### src/rtl/edge_detect_pkg.sv
// Shared types for the multi-channel edge detector.
// Latency: n/a (types, constants and a decode helper only).
// Backpressure: n/a.
package edge_detect_pkg;

  // Edge FSM states. RISE and FALL are one-cycle states in which a tick is
  // emitted.
  typedef enum logic [1:0] {
    LOW  = 2'b00,
    RISE = 2'b01,
    HIGH = 2'b11,
    FALL = 2'b10
  } state_t;

  // Per-channel mode select. Bit 0 enables rising ticks and bit 1 enables
  // falling ticks.
  localparam logic [1:0] MODE_OFF  = 2'b00;
  localparam logic [1:0] MODE_RISE = 2'b01;
  localparam logic [1:0] MODE_FALL = 2'b10;
  localparam logic [1:0] MODE_BOTH = 2'b11;

  // Moore tick decode. The result depends only on state and mode, so a mode
  // change takes effect in the same cycle.
  function automatic logic tick_of(input state_t st, input logic [1:0] mode);
    logic hit_rise;
    logic hit_fall;
    hit_rise = (st == RISE) && ((mode & MODE_RISE) != MODE_OFF);
    hit_fall = (st == FALL) && ((mode & MODE_FALL) != MODE_OFF);
    return hit_rise || hit_fall;
  endfunction

endpackage

### src/rtl/edge_chan.sv
// One channel: optional 2-flop synchroniser, debounce counter, Moore edge FSM, sticky pending.
// Latency: input stable before edge k -> tick in the cycle after edge k+(SYNC_EN?2:0)+DEB_CYCLES.
// Backpressure: none; ticks are fire-and-forget, and pending holds them until clr.
module edge_chan
  import edge_detect_pkg::*;
#(
  parameter int DEB_CYCLES = 1,
  parameter int SYNC_EN    = 1
) (
  input  logic       clk,
  input  logic       reset,
  input  logic       level,
  input  logic [1:0] mode,
  input  logic       clr,
  output logic       tick,
  output logic       level_f,
  output logic       pending
);

  localparam int             CW       = $clog2(DEB_CYCLES + 1);
  localparam logic [CW-1:0]  CNT_LAST = CW'(DEB_CYCLES - 1);

  logic          s;
  logic [CW-1:0] cnt;
  logic          acc;
  state_t        state_q;
  state_t        state_d;

  generate
    if (SYNC_EN != 0) begin : g_sync
      logic [1:0] sync_q;
      // Two-flop synchroniser for the asynchronous input level.
      always_ff @(posedge clk or posedge reset) begin
        if (reset) sync_q <= 2'b00;
        else       sync_q <= {sync_q[0], level};
      end
      assign s = sync_q[1];
    end else begin : g_nosync
      assign s = level;
    end
  endgenerate

  // Debounce: count cycles in which s differs from the accepted level, and
  // register a one-cycle accept once DEB_CYCLES such cycles run back to back.
  always_ff @(posedge clk or posedge reset) begin
    if (reset) begin
      cnt <= '0;
      acc <= 1'b0;
    end else if (s == level_f) begin
      cnt <= '0;
      acc <= 1'b0;
    end else if (cnt == CNT_LAST) begin
      cnt <= '0;
      acc <= 1'b1;
    end else begin
      cnt <= cnt + CW'(1);
      acc <= 1'b0;
    end
  end

  // FSM state register.
  always_ff @(posedge clk or posedge reset) begin
    if (reset) state_q <= LOW;
    else       state_q <= state_d;
  end

  // Next state. RISE and FALL always advance, so a stale accept that arrives
  // while the FSM is in one of them is absorbed.
  always_comb begin
    state_d = state_q;
    case (state_q)
      LOW:     if (acc) state_d = RISE;
      RISE:    state_d = HIGH;
      HIGH:    if (acc) state_d = FALL;
      FALL:    state_d = LOW;
      default: state_d = LOW;
    endcase
  end

  // Moore outputs: the filtered level and the mode-gated tick.
  always_comb begin
    level_f = (state_q == RISE) || (state_q == HIGH);
    tick    = tick_of(state_q, mode);
  end

  // Sticky pending flag. When tick and clr arrive in the same cycle, the set
  // wins.
  always_ff @(posedge clk or posedge reset) begin
    if (reset) pending <= 1'b0;
    else       pending <= (pending & ~clr) | tick;
  end

endmodule

### src/rtl/edge_detect_multi.sv
// Multi-channel synchronise/debounce/edge-detect block with sticky per-channel pending flags.
// Latency: tick follows edge k+(SYNC_EN?2:0)+DEB_CYCLES for an input that is stable before edge k.
// Backpressure: none; pending holds each event until software pulses clr.
module edge_detect_multi
  import edge_detect_pkg::*;
#(
  parameter int N_CH       = 4,
  parameter int DEB_CYCLES = 1,
  parameter int SYNC_EN    = 1
) (
  input  logic              clk,
  input  logic              reset,
  input  logic [N_CH-1:0]   level,
  input  logic [2*N_CH-1:0] mode,
  input  logic [N_CH-1:0]   clr,
  output logic [N_CH-1:0]   tick,
  output logic [N_CH-1:0]   level_f,
  output logic [N_CH-1:0]   pending,
  output logic              any_pending
);

  generate
    for (genvar i = 0; i < N_CH; i++) begin : g_ch
      edge_chan #(
        .DEB_CYCLES(DEB_CYCLES),
        .SYNC_EN   (SYNC_EN)
      ) u_chan (
        .clk    (clk),
        .reset  (reset),
        .level  (level[i]),
        .mode   (mode[2*i +: 2]),
        .clr    (clr[i]),
        .tick   (tick[i]),
        .level_f(level_f[i]),
        .pending(pending[i])
      );
    end
  endgenerate

  // Summary interrupt: set while any channel has a pending event.
  always_comb begin
    any_pending = |pending;
  end

endmodule

### config.mk
export PLATFORM = sky130hd
export DESIGN_NAME = edge_detect_multi
export DESIGN_NICKNAME = d
export VERILOG_FILES = /design/src/rtl/edge_detect_pkg.sv /design/src/rtl/edge_chan.sv /design/src/rtl/edge_detect_multi.sv
export SDC_FILE = /design/constraint.sdc
export NUM_CORES = 1
export LEC_CHECK = 0
export CORE_AREA = 3 3 43 45
export DETAILED_ROUTE_END_ITERATION = 10
export DIE_AREA = 0 0 46 48
export DONT_BUFFER_PORTS = 1
export GPL_TIMING_DRIVEN = 0
export PLACE_DENSITY_LB_ADDON = 0.05
export SLEW_MARGIN = 40
export SYNTH_ARGS = -nofsm -noshare
export SYNTH_HDL_FRONTEND = slang
export SYNTH_HIERARCHICAL = 1
export SYNTH_SLANG_ARGS = --single-unit
### constraint.sdc
create_clock -name clk -period 1.06 [get_ports clk]
set_clock_uncertainty 0.05 [all_clocks]
set_input_delay 0.106 -clock clk [delete_from_list [all_inputs] [get_ports clk]]
set_output_delay 0.106 -clock clk [all_outputs]
set_load 0.02 [all_outputs]
==> run summary <==
Post-Syn Area: 838 um^2
outcome: complete, but fails checks
Slew Limit Fails: 0
Layout Nets: 113
Hold-fix buffers, CTS: 10
final instance area: 1160 um^2
post-route minimum period: 1.53 ns
n_diodes: 0
all-layer global routing usage: 15.1%
TritonCTS Sinks: 24
Placement Rows: 14
Top delay family on crit path: simple AND/OR/NAND/NOR gates
Vias/cell: 5.20
Max clock buf depth: 2
Final ANT Viol Nets: 0
die height: 48 um
Mean Syn Cell Area: 12.1 um^2
biggest area consumer among synthesized cells: dfrtp_1
Layout area overhead: 38.4%
Avg WL per Cell: 13.4 um
fmax: 653 MHz
total grt overflow: 0
most instantiated cells after synthesis: 24 x dfrtp_1, 8 x clkbuf_1, 8 x inv_1
RSZ-0062 raised after global routing: true
# setup viols final: 9
Boundary Pins: 31
syn nets: 87
hold_ws: 0.0105 ns
WP data required: 0.90 ns
fillers: 96
routability cong.: 0.674
crit-path cells: or4_4
worst path arrival time: 1.38 ns
pin count of the biggest net entering global routing: 14
Post-Syn Instances: 69
slew margin rel.: 81.5%
HP Class: in2reg
First-pass DRT Iterations: 4
Crit Path Category: reg2out
element type at the critical path end: output pin
final hold vios: 0
Die X: 46 um
P_leak: 0.522 nW
Clock Pin Slew Worst Setup and Hold Paths: 0.11 ns
Seq cells post-synth: 24
H-tree depth: 1
Synth top area share: 71.6%
maxcap violations: 0
Placed Area: 863 um^2
highest-delay cell along the critical path: or4_4
Initial Util: 55.6%
final worst slack: -0.472 ns
vias: 572
CP Max Fanout: 3
crit-path max cell delay: 0.60 ns
die footprint: 2210 um^2
DRT iter0 DRCs: 8
count leader, synth: dfrtp_1
Total Routed Length: 1480 um
IO buf count: 0
cts bufs inserted: 3
synth top area cells: dfrtp_1 72%, o221ai_1 4.2%, xor2_1 4.2%
register area: 608 um^2
number of global-route vias before repair: 562
violated checks: setup timing
clock latency on the worst-skew pair: 0.31 ns
peak supply drop: 1670 uV
Clk Tree Root Cell: clkbuf_4
PwrDens: 2930 nW/um^2
post-detail-place hpwl: 953 um
fraction of layout cells with a size suffix above 1: 31.9%
first-pass GRT wire length: 2250 um
Core Box Area: 1510 um^2
ys async rst share: 100%
initial antenna violation count: 0
register area share after synthesis: 71.6%
Warnings, synthesis: 6
Yosys cell types: 11
Worst-Margin Slew: 0.277 ns
DRC viols: 0
area of the multi-input gates: 233 um^2
Synth Flop Type: dfrtp_1
crit start category: register
CTS tree: done
final worst-path cycle share: 145%
Post-synth EDFFs: 0
Bufs and invs on worst path: 0
registers in the layout (all words and copies together) (netlist names):
register	count
g_ch.u_chan/g_sync.sync_q	8
g_ch.u_chan/state_q	8
g_ch.u_chan/acc	4
g_ch.u_chan/pending	4
cell families after synthesis:
kind of cell / share of synthesized area (%)
DFF: 71.6
AOI/OAI and AO/OA: 8.95
xor gates and xnor gates: 4.18
and+or+nand+nor: 8.06
buffers and inverters: 7.16
placed cells by master (no fill, tap or decap), types with 4 or more instances in the layout:
master,synthesis,layout
dfrtp_1,24,18
buf_4,0,11
dlygate4sd3_1,0,10
inv_1,8,8
dfrtp_2,0,6
clkbuf_1,8,5
nor2_1,4,4
a21oi_1,4,4
nand2_1,4,4
nand3b_1,4,4
o21ai_4,0,4
buf_6,0,4
xor2_1,4,4
routing by layer:
layer	track usage (%)	up-vias	share of wire, %
li1	-	270	-
met1	16.8	274	36
met2	24.5	26	52
met3	4.14	2	11
met4	11.9	0	1.0
met5	0	-	0
cell type report:
cell class | count | area share [%]
clock buffer | 4 | 2.27
timing repair buffer | 21 | 15.7
sequential | 24 | 52.4
multi-input combinational | 29 | 20.1
inverter | 8 | 2.59
tap | 16 | 1.73
buffer | 8 | 5.18
repair_timing:
item                       in CTS  in global routing
gates resized for setup        16                 14
hold endpoints to repair       32                  2
pin swaps                       1                  1
setup endpoints to repair       9                 10
buffers inserted                8                  3
path summary, 6_finish.rpt:
| path | startpoint | endpoint | slack [ns] | depth (start not counted) |
|---|---|---|---|---|
| worst max-delay path | g_ch[0].u_chan/pending | any_pending | -0.47 | 1 |
| worst min-delay path | mode[6] | g_ch[3].u_chan/pending | 0.01 | 2 |
| worst max register to register | g_ch[1].u_chan/state_q[0] | g_ch[1].u_chan/pending | 0.02 | 3 |
| worst min register to register | g_ch[0].u_chan/g_sync.sync_q[0] | g_ch[0].u_chan/g_sync.sync_q[1] | 0.31 | 0 |
| max in group asynchronous | reset | g_ch[1].u_chan/state_q[0] | 0.60 | 2 |
| min in group asynchronous | reset | g_ch[0].u_chan/state_q[1] | 0.15 | 2 |
through the flow:
stage	total power, mW	setup slack [ns]	utilization (%)	TNS [ns]	instances
floorplan	2.27	-0.119	-	-0.119	69
global placement	2.38	-0.132	57.3	-0.132	85
detailed placement	2.41	-0.132	57.3	-0.132	85
CTS	3.19	-0.478	72.9	-1.30	107
global route	3.64	-0.515	77.0	-1.76	110
finish	3.40	-0.472	77.0	-1.18	110
report_power, final:
group          total (mW)  leakage (nW)  internal [mW]  switching [mW]
registers            1.68         0.274           1.26           0.418
clock network       0.393        0.0150          0.147           0.246
logic                1.32         0.233          0.699           0.623
worst reg2reg max path, stage by stage, from the launching register on:
cell	delay [ns]
dfrtp_2	0.47
nand3b_1	0.16
buf_4	0.13
o221ai_1	0.10
Power figures use the tool's default switching activity.
